--- src/rtl/stage_pipeline_if.sv ---
// rtl/stage_pipeline_if.sv - handshake, flush and occupancy bundle for stage_pipeline
interface stage_pipeline_if #(
  parameter int WIDTH  = 8,
  parameter int STAGES = 3
);
  localparam int CW = $clog2(STAGES + 1);

  logic             flush;
  logic             in_valid;
  logic             in_ready;
  logic [WIDTH-1:0] in_data;
  logic             out_valid;
  logic             out_ready;
  logic [WIDTH-1:0] out_data;
  logic [CW-1:0]    count;

  // slave is the pipeline itself; master is the producer/consumer environment
  modport slave (
    input  flush,
    input  in_valid,
    output in_ready,
    input  in_data,
    output out_valid,
    input  out_ready,
    output out_data,
    output count
  );

  modport master (
    output flush,
    output in_valid,
    input  in_ready,
    output in_data,
    input  out_valid,
    output out_ready,
    input  out_data,
    input  count
  );
endinterface

--- src/rtl/stage_pipeline.sv ---
// rtl/stage_pipeline.sv - STAGES-deep valid/ready pipeline adding STEP per stage
module stage_pipeline #(
  parameter int WIDTH  = 8,
  parameter int STAGES = 3,
  parameter int STEP   = 1
) (
  input  logic           clk,
  input  logic           rst,
  stage_pipeline_if.slave io
);
  localparam int               CW     = $clog2(STAGES + 1);
  localparam logic [WIDTH-1:0] STEP_W = WIDTH'(STEP);

  logic [STAGES-1:0] v_q, v_d;
  logic [WIDTH-1:0]  d_q [STAGES];
  logic [WIDTH-1:0]  d_d [STAGES];
  logic [CW-1:0]     count_q, count_d;

  logic [STAGES-1:0] rdy;
  logic [STAGES-1:0] up_v;
  logic [WIDTH-1:0]  up_d [STAGES];

  // Ready ripples back from the consumer; an empty stage is always ready,
  // which is what lets bubbles collapse.
  always_comb begin
    logic r;
    r = io.out_ready;
    for (int k = STAGES - 1; k >= 0; k--) begin
      r      = !v_q[k] || r;
      rdy[k] = r;
    end
  end

  always_comb begin
    up_v[0] = io.in_valid;
    up_d[0] = io.in_data;
    for (int k = 1; k < STAGES; k++) begin
      up_v[k] = v_q[k-1];
      up_d[k] = d_q[k-1];
    end
  end

  always_comb begin
    v_d     = v_q;
    d_d     = d_q;
    count_d = '0;
    for (int k = 0; k < STAGES; k++) begin
      if (rdy[k]) begin
        v_d[k] = up_v[k];
        d_d[k] = up_d[k] + STEP_W;
      end
    end
    // Flush drops every valid; data registers are left stale on purpose.
    if (io.flush) begin
      v_d = '0;
    end
    for (int k = 0; k < STAGES; k++) begin
      count_d = count_d + CW'(v_d[k]);
    end
  end

  always_ff @(posedge clk) begin
    if (rst) begin
      v_q     <= '0;
      count_q <= '0;
      for (int k = 0; k < STAGES; k++) begin
        d_q[k] <= '0;
      end
    end else begin
      v_q     <= v_d;
      count_q <= count_d;
      for (int k = 0; k < STAGES; k++) begin
        d_q[k] <= d_d[k];
      end
    end
  end

  assign io.in_ready  = rdy[0] && !io.flush && !rst;
  assign io.out_valid = v_q[STAGES-1];
  assign io.out_data  = d_q[STAGES-1];
  assign io.count     = count_q;
endmodule
--- src/flat_wrapper.sv ---
// flat-port wrapper written by rule: the top's interface ports become plain ports
module stage_pipeline_flat 
#(
  parameter int WIDTH  = 8,
  parameter int STAGES = 3,
  parameter int STEP   = 1
)
  (clk, rst, io_flush, io_in_valid, io_in_ready, io_in_data, io_out_valid, io_out_ready, io_out_data, io_count);
  stage_pipeline_if #(.WIDTH(WIDTH), .STAGES(STAGES)) io_i ();
  input  logic clk;
  input  logic rst;
  input wire logic [$bits(io_i.flush)-1:0] io_flush;
  input wire logic [$bits(io_i.in_valid)-1:0] io_in_valid;
  output wire logic [$bits(io_i.in_ready)-1:0] io_in_ready;
  input wire logic [$bits(io_i.in_data)-1:0] io_in_data;
  output wire logic [$bits(io_i.out_valid)-1:0] io_out_valid;
  input wire logic [$bits(io_i.out_ready)-1:0] io_out_ready;
  output wire logic [$bits(io_i.out_data)-1:0] io_out_data;
  output wire logic [$bits(io_i.count)-1:0] io_count;
  assign io_i.flush = io_flush;
  assign io_i.in_valid = io_in_valid;
  assign io_in_ready = io_i.in_ready;
  assign io_i.in_data = io_in_data;
  assign io_out_valid = io_i.out_valid;
  assign io_i.out_ready = io_out_ready;
  assign io_out_data = io_i.out_data;
  assign io_count = io_i.count;
  stage_pipeline #(.WIDTH(WIDTH), .STAGES(STAGES), .STEP(STEP)) u_core (.clk(clk), .rst(rst), .io(io_i));
endmodule
--- config.mk ---
export PLATFORM = sky130hd
export DESIGN_NAME = stage_pipeline_flat
export DESIGN_NICKNAME = d
export VERILOG_FILES = /design/src/rtl/stage_pipeline_if.sv /design/src/rtl/stage_pipeline.sv /design/src/flat_wrapper.sv
export SDC_FILE = /design/constraint.sdc
export NUM_CORES = 1
export LEC_CHECK = 0
export BUFFER_PORTS_ARGS = -buffer_cell sky130_fd_sc_hd__buf_2
export CORE_ASPECT_RATIO = 1.25
export CORE_MARGIN = 1.5
export CORE_UTILIZATION = 49
export CTS_CLUSTER_DIAMETER = 40
export CTS_CLUSTER_SIZE = 40
export DETAILED_ROUTE_END_ITERATION = 8
export GPL_TIMING_DRIVEN = 0
export PLACE_DENSITY = 0.74
export SKIP_LAST_GASP = 1
export SLEW_MARGIN = 20
export SYNTH_ARGS = -nofsm -noshare
export SYNTH_HDL_FRONTEND = slang
export SYNTH_SLANG_ARGS = --single-unit
--- constraint.sdc ---
create_clock -name clk -period 1.75 [get_ports clk]
set_clock_uncertainty 0.15 [all_clocks]
set_input_delay 0.0875 -clock clk [delete_from_list [all_inputs] [get_ports clk]]
set_output_delay 0.0875 -clock clk [all_outputs]
set_load 0.005 [all_outputs]
Word-level counts from Yosys, hierarchy flattened
Index checks and enable logic that the tools add are counted.
W data, S select, Z words.

word-level totals
  output and inout bits = 12
  bits of input ports = 13
  register bits = 29
  logic and storage cells = 24

cells by class
  mux-type cells = 4
  $add $sub $neg = 5
  reduce and logical (&&, ||, !) cells = 10

operators with widths
  cell                   number
  $add A8 B1 Y8 const B  3
  $logic_not A1 Y1       5
  $logic_or A1 B1 Y1     3
  $mux W1                3
  $mux W3                1
  $add A1 B1 Y2          1
  $add A2 B1 Y2          1
  $logic_and A1 B1 Y1    2

Depth between registers and ports, before layout
  depth after elaboration = 8
  depth in mapped cells = 5

Least setup slack after synthesis
No wires, ideal clock.

  path type = register to register
  start point = register u_core.v_q[2]
  end point = register u_core.count_q[0] (netlist: u_core.io.count[0])
  setup slack = 63 ps
  buffers on the path = 0
  stages on the path, launching flop included = 6
  clock period less this slack = 1,687 ps
  required time = 1,472 ps
  arrival = 1,409 ps
  cell sequence = dfxtp_1 > nand4b_2 > nor2b_1 > nor2_1 > fa_1 > nor2b_1

on the way
  longest elaborated chain between the ends = 8
  elaborated cells between the ends (all ways) = 10

ends and longest elaborated chain
  what                              RTL line              source
  from (decl)                       stage_pipeline.sv:14  logic [STAGES-1:0] v_q, v_d;
  from (signal assigned)            stage_pipeline.sv:70  v_q <= v_d;
  $logic_not A1 Y1                  stage_pipeline.sv:29  r = !v_q[k] || r;
  $logic_or A1 B1 Y1 (3 in series)  stage_pipeline.sv:29
  $mux W1                           stage_pipeline.sv:48  if (rdy[k]) begin
  $mux W3                           stage_pipeline.sv:54  if (io.flush) begin
  via u_core.v_d[0]                 stage_pipeline.sv:14
  $add A1 B1 Y2                     stage_pipeline.sv:58  count_d = count_d + CW'(v_d[k]);
  $add A2 B1 Y2                     stage_pipeline.sv:58
  via u_core.count_d[0]             stage_pipeline.sv:17  logic [CW-1:0] count_q, count_d;
  to (signal assigned)              stage_pipeline.sv:71  count_q <= count_d;
  to (decl)                         stage_pipeline.sv:17

The timed path passes the listed nets, and every way through them passes these cells.
A chain may end at the register's enable or synchronous reset.

Worst setup path after layout
  start point = register u_core.d_q[8] (netlist name)
  end point = register u_core.d_q, in the netlist u_core.io.out_data[6]

on the way
  longest elaborated chain between the ends = 1

ends and longest elaborated chain
  what                               RTL line              source
  from (decl)                        stage_pipeline.sv:15  logic [WIDTH-1:0] d_q [STAGES];
  from (signal, indexed assignment)  stage_pipeline.sv:73  d_q[k] <= d_d[k];
  $add A8 B1 Y8                      stage_pipeline.sv:50  d_d[k] = up_d[k] + STEP_W;

No other way between the ends.

==> results <==
- The largest voltage drop on the vdd net is around 730 uV.
- The power spent charging and discharging nets is 0.000312 W.
- Of the total synthesized cell area, the portion taken by XOR and XNOR cells is 0.0569.
- Overall power consumption after layout is estimated at 0.00128 W.
- The HPWL reported at the end of detailed placement is between 2000 and 2500 um.
- Synthesis produced between 150 and 200 cells.
- The clock period could shrink to 1.67 ns.
- The core region area is 0.00268 mm^2.
- Synthesis inferred 29 register bits.
- The relative area change from synthesis to final layout is 24.6%.
- The initial DRC count is 14.
- The run finished with clean final reports.
- In this run the number of H-tree levels came out at 2.
- The areal power density over the cells is 739 mW/mm^2.
- Of the available clock period, the critical path in the final layout requires 0.952.
- At the worst endpoint, the arrival time is between 1.5 and 2 ns.
- The startpoint type of the worst setup path is a flip-flop.
- The number of maximum-capacitance violations is 0.
- The standard-cell row count is 21.
- The synthesized-area fraction occupied by ao, oa, aoi and oai cells is 0.162.
- The number of cells on the worst reg-to-reg path is 4.
- For this configuration, the core starts out at a cell density of 0.517.
- Counting every net in the synthesized netlist gives 175.
- TritonCTS created 5 clock buffers.
- The maximum single-stage delay on the critical path is around 0.43 ns.
- After synthesis, the largest family of logic cells by area is simple AND/OR/NAND/NOR gates.
- The top fanout value on the critical path is 6.
- The power share of the clock group is 0.315.
- The horizontal die dimension is 50.6 um.
- The vertical die dimension is roughly 62 um.
- The portion of total power attributed to combinational logic is 0.114.
- The global router's overall resource usage is 0.194.
- The number of vias per cell after detailed routing is 5.37.
- The first detailed-routing pass ran for 4 iterations.
- Setup violations remaining at the end of the flow were counted as 0.
- The post-detailed-route count of antenna-violating nets is 0.
- The share of synthesized area occupied by flip-flops and latches is 0.419.
- The clock passes through at most 2 buffers.
- The pin count of the biggest net entering global routing is 11.
- Hold timing on the final database bottoms out at a slack of 0.00635 ns.
- The cell area that synthesis handed to floorplanning was 0.00139 mm^2.
- The switching part of the total power is 0.244.
- Of the post-synthesis cell area, the part taken by muxes is 0.0144.
- The peak clock frequency supported by timing is 600 MHz.
- The first-pass GRT wire length is ~4600 um.
- The internal portion of the total power is 0.000965 W.
- At the pin with the least slew margin, the transition time is 0.510 ns.
- The number of hold violations in the final report is 0.
- The average detailed-routed wire length per instance is roughly 12 um.
- The tree is rooted in a clkbuf_4.
- The number of cells traversed by the worst hold path is 3.
- For this block, the via count after detailed routing is 1,256.
- 25 I/O pins were placed.
- Adding up every negative setup slack in the final design gives 0 ns.
- The leftover overflow at the end of global routing is 0.
- The TritonCTS clock tree is done.
- The clock input transition at the sequential cells of the worst setup and hold paths is ~0.08 ns.
- The number of distinct standard cells referenced by the synthesized netlist is 26.
- The count of buffers added on input and output ports is 23.
- The via count of the first global-routing pass is around 1,200.
- The net count reported at finish is approximately 220.
- Summed over all layers, the routed wires come to 2780 um.
- The yosys synthesis warning count is 0.
- Of the total synthesized cell area, the portion taken by full adders, half adders and majority gates is 0.0415.
- The kind of critical path is reg -> reg.
- Headroom to the max-slew limit came out at 0.660.
- After synthesis, the mean cell area works out to 8.77 um^2.
- In this run the worst hold path is classified as in -> reg.
- The repair_antennas step left the layout with diodes totalling 0.
- Of the total synthesized cell area, the portion taken by AND, OR, NAND and NOR gates is 0.239.
- The initial antenna violation count is 0.
- Traced cell by cell, the critical path runs through ha_1 -> inv_1 -> or3_1 -> a311oi_1.
- The endpoint required time on the critical path is 1.83 ns.
- The insertion delay of the later-clocked pin in the worst-skew pair is 0.32 ns.
- Setup repair after global routing left no endpoint under its margin.
- The max-slew violation total from the final report is 0.
- Routability-driven placement finished with a final weighted congestion of 0.768.
- The clock sink count is 29.
- For this design, the slowest cell found on the critical path is dfxtp_1.
- The share of total power dissipated in sequential elements is 0.571.
- The leakage power is about 0.76 nW.
- Of the cells placed in the final design, the portion with a size suffix greater than 1 is 0.235.
- STA classifies the critical path endpoint as a flip-flop.
- The post-route DRC violation count is 0.
- The area enclosed by the die boundary is ~0.0032 mm^2.
[worst max-delay path: cells and delay by family (launching register included)]
family,cells,cell delay [ns]
flip-flops,1,0.43
AND/OR/NAND/NOR,1,0.35
AO/OA/AOI/OAI,1,0.30
adder cells (fa/ha/maj),1,0.26
buffers and inverters,1,0.07
[cell usage after synthesis, drive strengths merged]
| master | count | area share |
|---|---|---|
| dfxtp | 29 | 0.42 |
| clkbuf | 3 | 0.0081 |
| ha | 3 | 0.027 |
| nand3 | 10 | 0.036 |
| inv | 2 | 0.0054 |
| a211oi | 12 | 0.065 |
| nand2b | 1 | 0.0045 |
| or3 | 9 | 0.041 |
| xor2 | 5 | 0.032 |
| a311oi | 9 | 0.057 |
| nand2 | 6 | 0.016 |
| xnor2 | 4 | 0.025 |
| nor3b | 1 | 0.0054 |
| nand4b | 1 | 0.011 |
| buf | 11 | 0.054 |
| nand3b | 1 | 0.0054 |
| nand4 | 3 | 0.018 |
| o21ai | 9 | 0.032 |
| fa | 1 | 0.014 |
| a21oi | 2 | 0.0072 |
| nor3 | 3 | 0.011 |
| nor2 | 27 | 0.073 |
| mux2i | 2 | 0.014 |
| nor2b | 4 | 0.018 |
[timing repair]
item                       CTS  global route
pin swaps                    0             1
buffers inserted             0             2
hold endpoints to repair    10             0
setup endpoints to repair    2             2
gates resized for setup      3             1
hold buffers                10             0
[logic make-up after synthesis]
| group | count (synthesis) |
|---|---|
| adders and majority gates | 4 |
| muxes | 2 |
| buffers and inverters | 16 |
| and+or+nand+nor | 66 |
| xor gates and xnor gates | 9 |
| DFF | 29 |
| AOI/OAI and AO/OA | 32 |
[power by group through the flow]
stage	clock network (W)	logic, W	registers, W
finish	0.000403	0.000145	0.000729
global route	0.000444	0.000164	0.000734
CTS	0.000409	0.000146	0.000729
detailed placement	0	0.000129	0.000745
global placement	0	0.000123	0.000741
floorplan	0	0.0000825	0.000736
[state kept, by name (all words and copies together), names as in the netlist]
register	flops
u_core.io.out_data	8
u_core.d_q	16
u_core.io.count	2
u_core.v_q	3
[layer usage]
metal | share of wire | wire (um) | GRT usage | vias to the layer above
met5 | 0 | 0 | 0 | -
met1 | 0.37 | 1020 | 0.168 | 574
met2 | 0.57 | 1570 | 0.368 | 33
met4 | 0.019 | 53 | 0.111 | 0
met3 | 0.049 | 136 | 0.0670 | 5
li1 | - | - | - | 644
[final cells by class]
cell class	count	area [um^2]
fillers	259	952
inverters	2	7.51
well taps	34	42.5
repair buffers	35	230
clock buffers	7	55.1
plain buffers	14	86.3
flip-flops and latches	29	583
multi-input cells	113	723
[worst paths after layout]
check | from | endpoint | slack, ns
worst max register to register | u_core.d_q[8] | u_core.io.out_data[6] | 0.08
worst min register to register | u_core.io.out_data[1] | u_core.io.out_data[1] | 0.31
worst max-delay path | u_core.d_q[8] | u_core.io.out_data[6] | 0.08
worst min-delay path | io_in_data[3] | u_core.d_q[19] | 0.006
[placed cells by master (no fill, tap or decap), types with 6 or more instances in the layout]
master	count
dlygate4sd3_1	10
nand2_1	6
a311oi_1	9
nor2_1	27
buf_2	26
o21ai_0	9
buf_4	10
nand3_1	10
a211oi_1	12
or3_1	9
dfxtp_1	27
[metrics by stage]
step	setup slack [ns]	utilization	area [um^2]	std cells
2_1_floorplan	0.0627	-	1390	158
3_3_place_gp	-0.0468	0.576	1540	215
3_5_place_dp	-0.0838	0.576	1540	215
4_1_cts	0.0369	0.638	1710	232
5_1_grt	0.0262	0.645	1730	234
6_report	0.0835	0.645	1730	234
No activity file was read; power rests on OpenSTA's default activity.
